===== src/rtl/sm83_pkg.sv =====
// Shared SM83 types and constants used by the memory-side blocks.
package sm83_pkg;

  typedef logic [15:0] addr_t;
  typedef logic [7:0]  data_t;

  localparam addr_t DMA_REG_ADDR = 16'hFF46;
  localparam addr_t OAM_BASE     = 16'hFE00;
  localparam int    OAM_LEN      = 160;

  typedef enum logic [1:0] {
    IDLE  = 2'd0,
    START = 2'd1,
    XFER  = 2'd2
  } dma_state_t;

endpackage


===== src/rtl/oam_dma.sv =====
// OAM DMA engine and single-port memory arbiter: forwards CPU traffic when idle,
// copies 160 bytes into OAM on a 0xFF46 write. OAM_DMA_START_DELAY_EN adds the START cycle.
module oam_dma
  import sm83_pkg::*;
(
  input  logic        clk,
  input  logic        rst,
  input  logic        cpu_wen,
  input  logic [15:0] cpu_r_addr,
  input  logic [15:0] cpu_w_addr,
  input  logic [7:0]  cpu_w_data,
  output logic [7:0]  cpu_r_data,
  output logic        mem_wen,
  output logic [15:0] mem_r_addr,
  output logic [15:0] mem_w_addr,
  output logic [7:0]  mem_w_data,
  input  logic [7:0]  mem_r_data,
  output logic        dma_busy
);

`ifdef OAM_DMA_START_DELAY_EN
  localparam dma_state_t LAUNCH = START;
`else
  localparam dma_state_t LAUNCH = XFER;
`endif

  localparam logic [7:0] LAST_IDX = 8'(OAM_LEN - 1);

  dma_state_t state_q, state_d;
  logic [7:0] idx_q, idx_d;
  logic [7:0] src_hi_q, src_hi_d;
  logic       reg_wr;
  logic [7:0] eff_src;

  assign reg_wr   = cpu_wen && (cpu_w_addr == DMA_REG_ADDR);
  // Pages 0xE0 and up are the echo of work RAM 0x20 pages lower.
  assign eff_src  = (src_hi_q >= 8'hE0) ? (src_hi_q - 8'h20) : src_hi_q;
  assign dma_busy = (state_q != IDLE);

  always_comb begin
    state_d    = state_q;
    idx_d      = idx_q;
    src_hi_d   = src_hi_q;
    mem_r_addr = cpu_r_addr;
    mem_w_addr = cpu_w_addr;
    mem_w_data = cpu_w_data;
    mem_wen    = 1'b0;
    cpu_r_data = 8'hFF;

    case (state_q)
      IDLE: begin
        mem_wen    = cpu_wen && !reg_wr;
        cpu_r_data = mem_r_data;
      end
      START: begin
        state_d = XFER;
        idx_d   = 8'd0;
      end
      XFER: begin
        mem_r_addr = {eff_src, idx_q};
        mem_w_addr = OAM_BASE + {8'h00, idx_q};
        mem_w_data = mem_r_data;
        // A reset asserted mid-copy must stop writes in that very cycle.
        mem_wen    = !rst;
        if (idx_q == LAST_IDX) begin
          state_d = IDLE;
          idx_d   = 8'd0;
        end else begin
          idx_d = idx_q + 8'd1;
        end
      end
      default: begin
        state_d = IDLE;
        idx_d   = 8'd0;
      end
    endcase

    if (cpu_r_addr == DMA_REG_ADDR)
      cpu_r_data = src_hi_q;

    // Register write starts or restarts; the current byte still commits this cycle.
    if (reg_wr) begin
      src_hi_d = cpu_w_data;
      state_d  = LAUNCH;
      idx_d    = 8'd0;
    end
  end

  always_ff @(posedge clk) begin
    if (rst) begin
      state_q  <= IDLE;
      idx_q    <= 8'd0;
      src_hi_q <= 8'hFF;
    end else begin
      state_q  <= state_d;
      idx_q    <= idx_d;
      src_hi_q <= src_hi_d;
    end
  end

endmodule


===== config.mk =====
export PLATFORM = sky130hd
export DESIGN_NAME = oam_dma
export DESIGN_NICKNAME = d
export VERILOG_FILES = /design/src/rtl/sm83_pkg.sv /design/src/rtl/oam_dma.sv
export SDC_FILE = /design/constraint.sdc
export NUM_CORES = 1
export LEC_CHECK = 0
export ABC_AREA = 1
export CAP_MARGIN = 20
export CORE_MARGIN = 3
export CORE_UTILIZATION = 45
export DETAILED_ROUTE_END_ITERATION = 10
export DONT_BUFFER_PORTS = 1
export SYNTH_ARGS = -nofsm -noshare
export SYNTH_HDL_FRONTEND = slang
export SYNTH_SLANG_ARGS = --single-unit

===== constraint.sdc =====
create_clock -name clk -period 2.5 [get_ports clk]
set_clock_uncertainty 0.15 [all_clocks]
set_input_delay 0.375 -clock clk [delete_from_list [all_inputs] [get_ports clk]]
set_output_delay 0.375 -clock clk [all_outputs]
set_load 0.05 [all_outputs]

After elaboration in Yosys (flattened, before gate mapping)
Cells that the tools add are included.

operators by class
  $mul = 0
  equal/unequal tests = 8
  order comparisons = 1
  add/subtract/negate cells = 3
  mux-type cells = 12
  reductions and logical operators = 9
  shift-type cells = 0
  divide/modulo/power cells = 0
  bitwise operators = 1

operator list
  operator                                                            number
  8-bit two-way mux                                                   5
  16-bit == test, second input constant                               2
  16-bit two-way mux                                                  2
  8-bit one-hot mux with 2 select lines                               1
  10-bit by 9-bit adder with 11-bit output, first input constant      1
  8-bit by 1-bit adder with 8-bit output, second input constant       1
  8-bit == test, second input constant                                1
  8-bit greater-or-equal comparator, second input constant            1
  8-bit by 6-bit subtractor with 8-bit output, second input constant  1
  2-bit one-hot mux with 3 select lines                               1
  2-bit two-way mux                                                   2
  2-bit != test, second input constant                                2
  2-bit AND reduction                                                 2
  3-bit != test, second input constant                                1
  2-bit by 1-bit == test with 1-bit output, second input constant     1
  2-bit == test, second input constant                                1
  1-bit logical AND                                                   2
  1-bit logical NOT                                                   2
  2-bit logical NOT                                                   1
  1-bit one-hot mux with 2 select lines                               1
  2-bit nonzero test                                                  1
  2-bit OR reduction                                                  1
  1-bit NOT                                                           1

storage, ports and cells
  memories kept = 0
  register bits = 18
  latch bits = 0
  memory bits (read-only) = 0
  bits in writable memories = 0
  output and inout bits = 50
  input port bits = 51
  logic and storage cells = 38

Longest topological paths before layout
  depth after elaboration = 5
  mapped depth = 8
  depth with buffers taken out = 7

Worst setup path before layout
No wires, ideal clock.

  kind = reg-to-output
  start = reg state_q[1]
  end = out mem_w_addr[0]
  path buffers = 2
  data arrival time = 1.979 ns
  path slack = -0.004 ns
  cell stages (with the launch flop) = 4
  data required time = 1.975 ns
  path through = dfxtp_1 buf_4 buf_2 o21ai_0

between the ends
  longest elaborated chain between the ends = 2

ends and longest elaborated chain
  item                      line           RTL
  start: declaration        oam_dma.sv:29  dma_state_t state_q, state_d;
  start signal: assignment  oam_dma.sv:95  state_q <= state_d;
  2-bit == test             oam_dma.sv:50  case (state_q)
  16-bit two-way mux        oam_dma.sv:50
  end: declaration          oam_dma.sv:15  output logic [15:0] mem_w_addr,

No other way between the ends.

Final worst setup path
  start = reg src_hi_q[5]
  end = out mem_r_addr[14]

between the ends
  longest elaborated chain between the ends = 3
  elaborated cells between the ends (all ways) = 4
  classes of those cells = 1 x add/sub; 1 x order compare; 2 x mux

ends and longest elaborated chain
  item                                                                                                     line           RTL
  start: declaration                                                                                       oam_dma.sv:31  logic [7:0] src_hi_q, src_hi_d;
  start signal: assignment                                                                                 oam_dma.sv:97  src_hi_q <= src_hi_d;
  8-bit by 6-bit subtractor with 8-bit output / 8-bit greater-or-equal comparator (equally long branches)  oam_dma.sv:37  assign eff_src = (src_hi_q >= 8'hE0) ? (src_hi_q - 8'h20) : src_hi_q;
  8-bit two-way mux *                                                                                      oam_dma.sv:37
  16-bit two-way mux *                                                                                     oam_dma.sv:50
  end: declaration                                                                                         oam_dma.sv:14  output logic [15:0] mem_r_addr,

Every way passes the cells marked *; elsewhere a longest branch is shown, timed or not.

==> results_dict.tcl <==
set metrics [dict create \
    grt.total_usage_pct 22.6 \
    dp_hpwl_mm 3.49 \
    totalWireLength_mm 4.42 \
    dp_slack_ns 0.542 \
    post_cts_buffers 0 \
    setup.worst_path.start "src_hi_q[5]$_SDFFE_PP1P_" \
    relSlewSlack_pct 66.9 \
    chipWidth_um 63.2 \
    path_common_cell "nand3_1" \
    cts_buffers 3 \
    cts-htree-levels 1 \
    worstPathMaxFanout 6 \
    status "completed" \
    worst_skew_pair.late_latency_ns 0.29 \
    syn_inst 262 \
    post_route_cells_drive_above_1_share_pct 15.0 \
    rsz0062_at_grt "no" \
    crit_chain "inv_1, ha_1, nand3_1, nand3_1, nand2_1" \
    yosysSeqAreaShare_pct 23.1 \
    critical_path_class "register to output port" \
    grt_pass1_wl_mm 7.46 \
    hold_viol 0 \
    max_cap_viol_count 0 \
    drc_errors 0 \
    power_density_nw_per_um2 393 \
    diodes 0 \
    grt_max_degree 57 \
    timing.final.ws_setup_ns 0.396 \
    worstHoldStart "cpu_w_data[1]" \
    synthTopCellsByCount "nand2_1, nand3_1, nor2_1" \
    clkSlewWorstSetupHoldPaths_ns 0.11 \
    fin_tns_setup_ns 0 \
    arrival_ns 1.58 \
    cts_root_buf "clkbuf_4" \
    slowest_delay_ns 0.43 \
    utilization_pct 54.2 \
    yosysMostFrequentCell "nand2_1" \
    fin_crit_sh_pct 84.2 \
    ios 101 \
    start_util_pct 47.8 \
    synth_top_area_share_pct 26.5 \
    cts_tree "built" \
    p_leak_nw 0.842 \
    crit_buf_inv 1 \
    avgRoutedWirePerCell_um 13.9 \
    ys.flop_type "dfxtp_1" \
    drv_slew 0 \
    coreArea_um2 3080 \
    final_nets 328 \
    syn_to_final_growth_pct 13.3 \
    place_congestion 0.859 \
    clock_sinks 17 \
    synth-async-reset-ratio_pct 0 \
    via_per_inst 5.29 \
    max_freq_ghz 0.475 \
    required_ns 1.98 \
    antenna_found_initial 0 \
    die_h_um 63.2 \
    ys_ff_latch 17 \
    crit_slowest_cell "dfxtp_1" \
    port_buffers 0 \
    synth.distinct_cells 23 \
    synthesis.area_um2 1470 \
    cp_top_family "simple AND/OR/NAND/NOR gates" \
    worst_pin_slew_ns 0.496 \
    ys_top_cells_by_area "nand2_1, dfxtp_1, nand3_1" \
    layout_min_cycle_time_ns 2.10 \
    syn_nets 315 \
    cp-end-kind "output port" \
    syn_area_per_cell_um2 5.62 \
    drtIter0Drc 145 \
    vdd_drop_max_v 0.000250 \
    setup_violations 0 \
    first_pass_iters 4 \
    synth_edf_count 0 \
    vias 1681 \
    cts_max_path_buffers 2 \
    overflow 0 \
    yosys.area.top_type "nand2_1" \
    grt_pass1_vias 1606 \
    antenna_left 0 \
    fp-row-count 20 \
    cp-start-kind "register" \
    yosys_warnings 0 \
    hold_path.class "input pin to register" \
    rr_startpoint "state_q[1]$_SDFFE_PP0P_" \
    dieArea_um2 3990 \
]
==> per-stage QoR <==
| stage | hold WS [ns] | cell area, um^2 | cells | total power, mW |
|---|---|---|---|---|
| 5_1_grt | 0.0677 | 1670 | 318 | 0.683 |
| 3_5_place_dp | 0.285 | 1630 | 313 | 0.507 |
| 6_report | 0.0802 | 1670 | 318 | 0.655 |
| 4_1_cts | 0.0776 | 1670 | 318 | 0.660 |
| 3_3_place_gp | 0.282 | 1630 | 313 | 0.507 |
| 2_1_floorplan | 0.287 | 1470 | 262 | 0.478 |
==> per-layer routing <==
| layer | part of all wire (%) | global-route usage, % | routed length [um] | vias to the layer above |
|---|---|---|---|---|
| met4 | 0.63 | 4.85 | 28 | 0 |
| li1 | - | - | - | 851 |
| met2 | 45 | 36.5 | 1980 | 83 |
| met5 | 0 | 0 | 0 | - |
| met3 | 11 | 6.60 | 479 | 5 |
| met1 | 44 | 30.0 | 1930 | 742 |
==> where the power goes <==
part | switching [mW] | internal (mW)
clock | 0.0937 | 0.0595
sequential | 0.00000279 | 0.271
combinational | 0.192 | 0.0391
total | 0.286 | 0.369
==> layout by cell type (no fill, tap or decap), drive strengths merged <==
cell type | synthesis | routed
inv | 22 | 22
nand2 | 108 | 108
nor2 | 29 | 29
o21ai | 19 | 19
ha | 2 | 2
xnor2 | 1 | 1
o22ai | 1 | 1
nand3 | 33 | 33
nand4 | 6 | 6
clkbuf | 3 | 3
buf | 7 | 17
or2 | 6 | 6
dlygate4sd3 | 0 | 1
xor2 | 4 | 4
o21bai | 1 | 1
a21oi | 2 | 2
dfxtp | 17 | 17
clkinv | 1 | 2
==> worst paths after layout <==
kind | end | slack, ns | cells after the start
max | mem_r_addr[14] | 0.40 | 5
min | src_hi_q[1]$_SDFFE_PP1P_ | 0.08 | 2
max reg2reg | idx_q[7]$_SDFFE_PP0P_ | 1.06 | 8
min reg2reg | src_hi_q[2]$_SDFFE_PP1P_ | 0.36 | 2
==> cell families after synthesis <==
logic type,after synthesis,share of synthesized area (%)
AO/OA/AOI/OAI,23,8.58
adder cells (fa/ha/maj),2,1.70
flip-flops,17,23.1
buffers and inverters,33,9.34
AND/OR/NAND/NOR,182,54.3
XOR/XNOR,5,2.97
==> layout make-up <==
| cell class | instances | area, um^2 |
|---|---|---|
| Sequential cell | 17 | 342 |
| Fill cell | 341 | 1410 |
| Tap cell | 44 | 55.1 |
| Clock inverter | 1 | 5.00 |
| Inverter | 23 | 86.3 |
| Clock buffer | 3 | 22.5 |
| Multi-Input combinational cell | 212 | 995 |
| Timing Repair Buffer | 18 | 163 |
==> flip-flops by register name, indices dropped and copies added, names as in the netlist <==
| register | cells |
|---|---|
| src_hi_q | 8 |
| state_q | 1 |
| idx_q | 8 |
==> what timing repair did <==
item | 4_1_cts | 5_1_grt
resized for setup | 0 | 0
endpoints found under the hold margin | 1 | 0
hold buffers | 1 | 0
No activity file was read; power rests on OpenSTA's default activity.
==> variant 1, RTL diff (config.mk and constraints unchanged) <==
Add an input register stage for `cpu_wen`, `cpu_r_addr`, `cpu_w_addr`, `cpu_w_data` and `mem_r_data`, without a reset; this delays them by one clock.
--- a/src/rtl/oam_dma.sv
+++ b/src/rtl/oam_dma.sv
@@ -28,2 +28,16 @@
 
+  logic cpu_wen_q;
+  logic [15:0] cpu_r_addr_q;
+  logic [15:0] cpu_w_addr_q;
+  logic [7:0] cpu_w_data_q;
+  logic [7:0] mem_r_data_q;
+
+  always_ff @(posedge clk) begin
+    cpu_wen_q    <= cpu_wen;
+    cpu_r_addr_q <= cpu_r_addr;
+    cpu_w_addr_q <= cpu_w_addr;
+    cpu_w_data_q <= cpu_w_data;
+    mem_r_data_q <= mem_r_data;
+  end
+
   dma_state_t state_q, state_d;
@@ -34,3 +48,3 @@
 
-  assign reg_wr   = cpu_wen && (cpu_w_addr == DMA_REG_ADDR);
+  assign reg_wr   = cpu_wen_q && (cpu_w_addr_q == DMA_REG_ADDR);
   // Pages 0xE0 and up are the echo of work RAM 0x20 pages lower.
@@ -43,5 +57,5 @@
     src_hi_d   = src_hi_q;
-    mem_r_addr = cpu_r_addr;
-    mem_w_addr = cpu_w_addr;
-    mem_w_data = cpu_w_data;
+    mem_r_addr = cpu_r_addr_q;
+    mem_w_addr = cpu_w_addr_q;
+    mem_w_data = cpu_w_data_q;
     mem_wen    = 1'b0;
@@ -51,4 +65,4 @@
       IDLE: begin
-        mem_wen    = cpu_wen && !reg_wr;
-        cpu_r_data = mem_r_data;
+        mem_wen    = cpu_wen_q && !reg_wr;
+        cpu_r_data = mem_r_data_q;
       end
@@ -61,3 +75,3 @@
         mem_w_addr = OAM_BASE + {8'h00, idx_q};
-        mem_w_data = mem_r_data;
+        mem_w_data = mem_r_data_q;
         // A reset asserted mid-copy must stop writes in that very cycle.
@@ -77,3 +91,3 @@
 
-    if (cpu_r_addr == DMA_REG_ADDR)
+    if (cpu_r_addr_q == DMA_REG_ADDR)
       cpu_r_data = src_hi_q;
@@ -82,3 +96,3 @@
     if (reg_wr) begin
-      src_hi_d = cpu_w_data;
+      src_hi_d = cpu_w_data_q;
       state_d  = LAUNCH;
Behaviour: not the same (Yosys sat finds a counterexample within 4 cycles, from zero or initial values and one cycle with rst high).
==> variant 1 against the unedited design <==
  * Maximum frequency fell by 4.6%
  * Worst setup slack got worse by 100 ps
  * Routed wire length up 47%
  * Sequential cell count is 49 higher
  * Final area grew 100%
  * Power grew to 3.5 times the old value
  * Sequential share of layout area up 18 points
  * Sequential power rose to 4.1 times the old value
  * Synthesized area up 71%
==> variant 1: results (changes against the unedited design) <==
| Metric | Value |
|---|---|
| Hold WC Path Type | primary input to flop |
| Area contributors post-synth | dfxtp_1 53%, nand2_1 15%, nand3_1 5.4%, o21ai_0 4.6%, inv_1 3.4% |
| R2r endpoint | idx_q[0] |
| Post-synthesis sequential area ratio | 52.6% (+29 points) |
| Clock slew at reported path FFs | 70 ps (-40 ps) |
| Worst Hold Launch | rst |
| Hold slack | 245 ps (+165 ps) |
| Adder-Cell Fraction of Synth Area | 0.996% (-0.70 points) |
| Reg2reg setup slack | 960 ps (-100 ps) |
| Reg2Reg Depth | 7 (-1) |
| Mux share of post-synthesis cell area | 0.398% (+0.40 points) |
| H-tree levels | 3 (+2) |
| PostCTS Resize Cnt | 0 (unchanged) |
| Hold EP | src_hi_q[0] |
| Number of global-route vias before repair | 2180 (+36%) |
| Post-detail-place hpwl | 4520 um (+29%) |
| Worst skew pair latency | 340 ps (+50 ps) |
| R2R Path Start | cpu_w_addr_q[6] |
| Hold path depth | 2 (unchanged) |
| DR vias/cell | 4.86 (-8.0%) |
| Status | finished, final reports clean |
| First-pass GRT wire length | 10300 um (+38%) |
| CTS Buffer Depth | 2 (unchanged) |
| Layout cells sized above 1 | 15.7% (+0.72 points) |
| Ys async rst share | 0% (unchanged) |
| Yosys cell types | 27 (+17%) |
| Filler Cells Inserted | 431 (+26%) |
| Biggest regs | cpu_r_addr_q x16, cpu_w_addr_q x16 |
| Post-synth top cells | 100 x nand2_1, 66 x dfxtp_1, 27 x nand3_1 |
| First drt pass iteration count | 4 (unchanged) |
| DRT iter0 DRCs | 90 (-38%) |
| Nets@finish | 437 (+33%) |
| GRT Util Overall | 21.6% (-1.1 points) |
| VDD IR-drop max | 0.495 mV (+98%) |
| Warnings, synthesis | 0 (unchanged) |
| Synth Area in Compound Gates | 5.88% (-2.7 points) |
| Final GP Congestion | 0.858 (-0.15%) |
| Syn nets | 363 (+15%) |
| Max-Slew Margin vs Limit | 67.6% (+0.70 points) |
| Leakage | 1.60 nW (+90%) |
| Syn avg cell area | 8.10 um^2 (+44%) |
| Main synth FF type | dfxtp_1 |
| Setup bufs post-CTS | 0 (unchanged) |
| Final cell count without fillers | 459 (+44%) |
| Root Driver | clkbuf_8 |
| Crit path max fanout | 9 (+3) |
| Initial antenna violation count | 0 (unchanged) |
| XOR/XNOR Fraction of Synth Area | 2.09% (-0.88 points) |
| Placed cells | 393 (+26%) |
| CTS Hold Buffers Added | 50 (+49) |
| Largest net degree at the start of global routing | 28 (-51%) |
| # diodes | 0 (unchanged) |
| Drt total wl | 6470 um (+47%) |
| Port buffer count | 0 (unchanged) |
| CTS buffer count | 9 (+6) |
[variant 1: changes by cell type after synthesis, moves of 3 or more]
cell     change
o21ai_0      +4
nand2_2      -4
nor2_1       -3
nand2_1      -4
buf_6        +3
dfxtp_1     +49
nand3_1      -5
[variant 1: critical path, cell delays in order (launching register included)]
cell and delay, ps:
dfxtp_1 340, nand4_1 170, nor2_4 280, nand2_4 110, o21ai_0 100, nand2_1 340
[variant 1: worst max-delay path by stage]
stage / startpoint / endpoint / slack, ps / cells after the start
after detailed placement: cpu_r_addr_q[15] / cpu_r_data[1] / 660 / 5
final: cpu_r_addr_q[12] / cpu_r_data[6] / 290 / 5
after CTS: cpu_r_addr_q[12] / cpu_r_data[1] / 280 / 5
after global placement: cpu_r_addr_q[0] / cpu_r_data[1] / 660 / 6
after floorplan: state_q[1] / mem_r_addr[4] / -100 / 4
after global routing: cpu_r_addr_q[8] / cpu_r_data[1] / 160 / 5
[variant 1: where the power goes]
part	switching, mW	leakage, nW	internal, mW
registers	0.0221	0.551	1.09
logic	0.209	0.944	0.0942
clock network	0.404	0.103	0.485
[variant 1: area by class of cell]
cell class                 count  area (um^2)  share of cell area, %
clock buffer                  11          141                   4.16
clock inverter                 5         53.8                   1.58
inverter                      25         93.8                   2.76
multi-input combinational    209         1030                   30.2
sequential                    66         1320                   38.9
tap                           70         87.6                   2.58
timing repair buffer          73          673                   19.8
[variant 1: logic make-up after synthesis]
logic type      after synthesis
compound gates               28
buf+inv                      35
mux                           1
xor+xnor                      6
simple gates                172
fa+ha+maj                     2
flops                        66
[variant 1: metrics by stage]
step,utilization [%],setup WS [ps],instance area [um^2],TNS [ps]
5_1_grt,64.9,157,3400,0
3_5_place_dp,51.6,661,2700,0
3_3_place_gp,51.6,663,2700,0
6_report,64.9,294,3400,0
4_1_cts,64.9,283,3400,0
2_1_floorplan,-,-101,2510,-303
[variant 1: layer usage]
| layer | global-route usage [%] | vias to the layer above | share of wire (%) | wire, um |
|---|---|---|---|---|
| li1 | - | 1128 | - | - |
| met1 | 25.4 | 1006 | 44 | 2830 |
| met2 | 33.9 | 80 | 47 | 3030 |
| met3 | 8.86 | 18 | 7.2 | 464 |
| met4 | 10.8 | 0 | 2.4 | 154 |
| met5 | 0 | - | 0 | 0 |
==> variant 2, RTL diff (same flow settings) <==
Made on the original files. The option `OAM_DMA_START_DELAY_EN` is turned on by a define.
--- a/src/rtl/oam_dma.sv
+++ b/src/rtl/oam_dma.sv
@@ -2,2 +2,4 @@
 // copies 160 bytes into OAM on a 0xFF46 write. OAM_DMA_START_DELAY_EN adds the START cycle.
+`define OAM_DMA_START_DELAY_EN
+
 module oam_dma
Function: changed (a bounded check fails within 4 cycles, from zero or initial values and one cycle with rst high).
==> variant 2 against the unedited design <==
  * Maximum frequency shrank 5.7%
  * Die area grew 12%
  * Worst setup slack got worse by 130 ps
  * Count of clock-buffer cells in the layout grew 1
  * Synthesized area is 13% higher
  * Non-clock buffer count up 26
  * Sequential cell count is 1 higher
  * Power increased by 28%
  * Final area up 33%
  * First-iteration DRC count is 46% lower
  * Routed wire length increased by 16%
  * Combinational power grew 32%
  * Critical endpoint is now mem_w_addr[6]
  * Largest cell class unchanged
==> variant 2: results (changes against the unedited design) <==
| Metric | Value |
|---|---|
| Initial antenna violation count | 0 (unchanged) |
| Biggest regs | idx_q x8, src_hi_q x8, state_q x2 |
| XOR/XNOR Fraction of Synth Area | 1.05% (-1.9 points) |
| Fraction of area in registers | 16.2% (-4.3 points) |
| Ys async rst share | 0% (unchanged) |
| Drt total wl | 5140 um (+16%) |
| Leakage | 1.13 nW (+34%) |
| DR vias | 1930 (+15%) |
| Post-synth top cells | 109 x nand2_1, 37 x nand3_1, 30 x inv_1 |
| DR vias/cell | 5.13 (-2.9%) |
| #MultiIn Comb | 228 (+7.5%) |
| Worst skew pair latency | 260 ps (-30 ps) |
| Yosys cell types | 26 (+13%) |
| Flops & latches, synth | 18 (+1) |
| CTS Hold Buffers Added | 0 (-1) |
| Area contributors post-synth | nand2_1 24%, dfxtp_1 22%, nand3_1 11%, inv_1 6.7%, nor2_1 5.2% |
| Post-synthesis sequential area ratio | 21.6% (-1.5 points) |
| WP data arrival | 1710 ps (+130 ps) |
| Non-clk bufs | 44 (+26) |
| Status | finished, final reports clean |
| Slowest-stage cell, CP | inv_2 |
| Area grow syn2layout | 33.0% |
| Syn nets | 347 (+10%) |
| First drt pass iteration count | 4 (unchanged) |
| Buffer share of cell area | 23.3% (+14 points) |
| Port buffer count | 0 (unchanged) |
| Crit path max-delay family | buffers and inverters |
| PostCTS Resize Cnt | 0 (unchanged) |
| Area of the multi-input gates | 1100 um^2 (+10%) |
| Synth Area in Compound Gates | 10.7% (+2.1 points) |
| First-pass GRT wire length | 8000 um (+7.3%) |
| Layout cells sized above 1 | 22.4% (+7.5 points) |
| Inverters | 36 (+57%) |
| Cells after Synth | 294 (+12%) |
| VDD IR-drop max | 0.306 mV (+22%) |
| Slew @ Worst Pin | 568 ps (+72.3 ps) |
| Clock Network Area Fraction | 2.48% (+0.83 points) |
| Placed cells | 372 (+19%) |
| DP Worst Slack | 537 ps (-4.92 ps) |
| Final GP Congestion | 0.844 (-1.8%) |
| Clock Buffer Count | 4 (+1) |
| Filler Cells Inserted | 334 (-2.1%) |
| Number of global-route vias before repair | 1778 (+11%) |
| Post-DP Area | 2170 um^2 (+33%) |
| Adder-Cell Fraction of Synth Area | 1.50% (-0.20 points) |
| Warnings, synthesis | 0 (unchanged) |
| H-tree levels | 1 (unchanged) |
| GRT Util Overall | 23.0% (+0.41 points) |
| Largest net degree at the start of global routing | 38 (-33%) |
| Crit path max fanout | 37 (+31) |
| Post-detail-place hpwl | 4120 um (+18%) |
| DRT iter0 DRCs | 79 (-46%) |
| Clock slew at reported path FFs | 70 ps (-40 ps) |
| Root Driver | clkbuf_8 |
| Reg area | 360 um^2 (+5.5%) |
variant 2: worst paths after layout:
kind / slack (ps) / cells after the start / to / start
setup / recovery: 270 / 5 / mem_w_addr[6] / state_q[1]
hold / removal: 30 / 1 / state_q[0] / rst
setup reg to reg: 930 / 6 / idx_q[3] / state_q[1]
hold reg to reg: 340 / 2 / src_hi_q[0] / src_hi_q[0]
variant 2: worst register-to-register path: stages, from the launching register on:
cell	delay (ps)
dfxtp_1	380
nand2_2	80
inv_2	420
nand2_1	170
nand3_2	90
nand3_2	110
nor2_1	110
variant 2: layer usage:
metal	vias up	GRT usage [%]	routed length [um]
li1	998	-	-
met1	838	30.2	2160
met2	90	37.3	2410
met3	4	6.75	524
met4	0	4.81	39
met5	-	0	0
variant 2: power by group:
| group | leakage [nW] | switching (mW) | internal, mW |
|---|---|---|---|
| Sequential | 0.145 | 0.00000250 | 0.286 |
| Combinational | 0.957 | 0.206 | 0.100 |
| Clock | 0.0288 | 0.106 | 0.140 |
| Total | 1.13 | 0.312 | 0.527 |
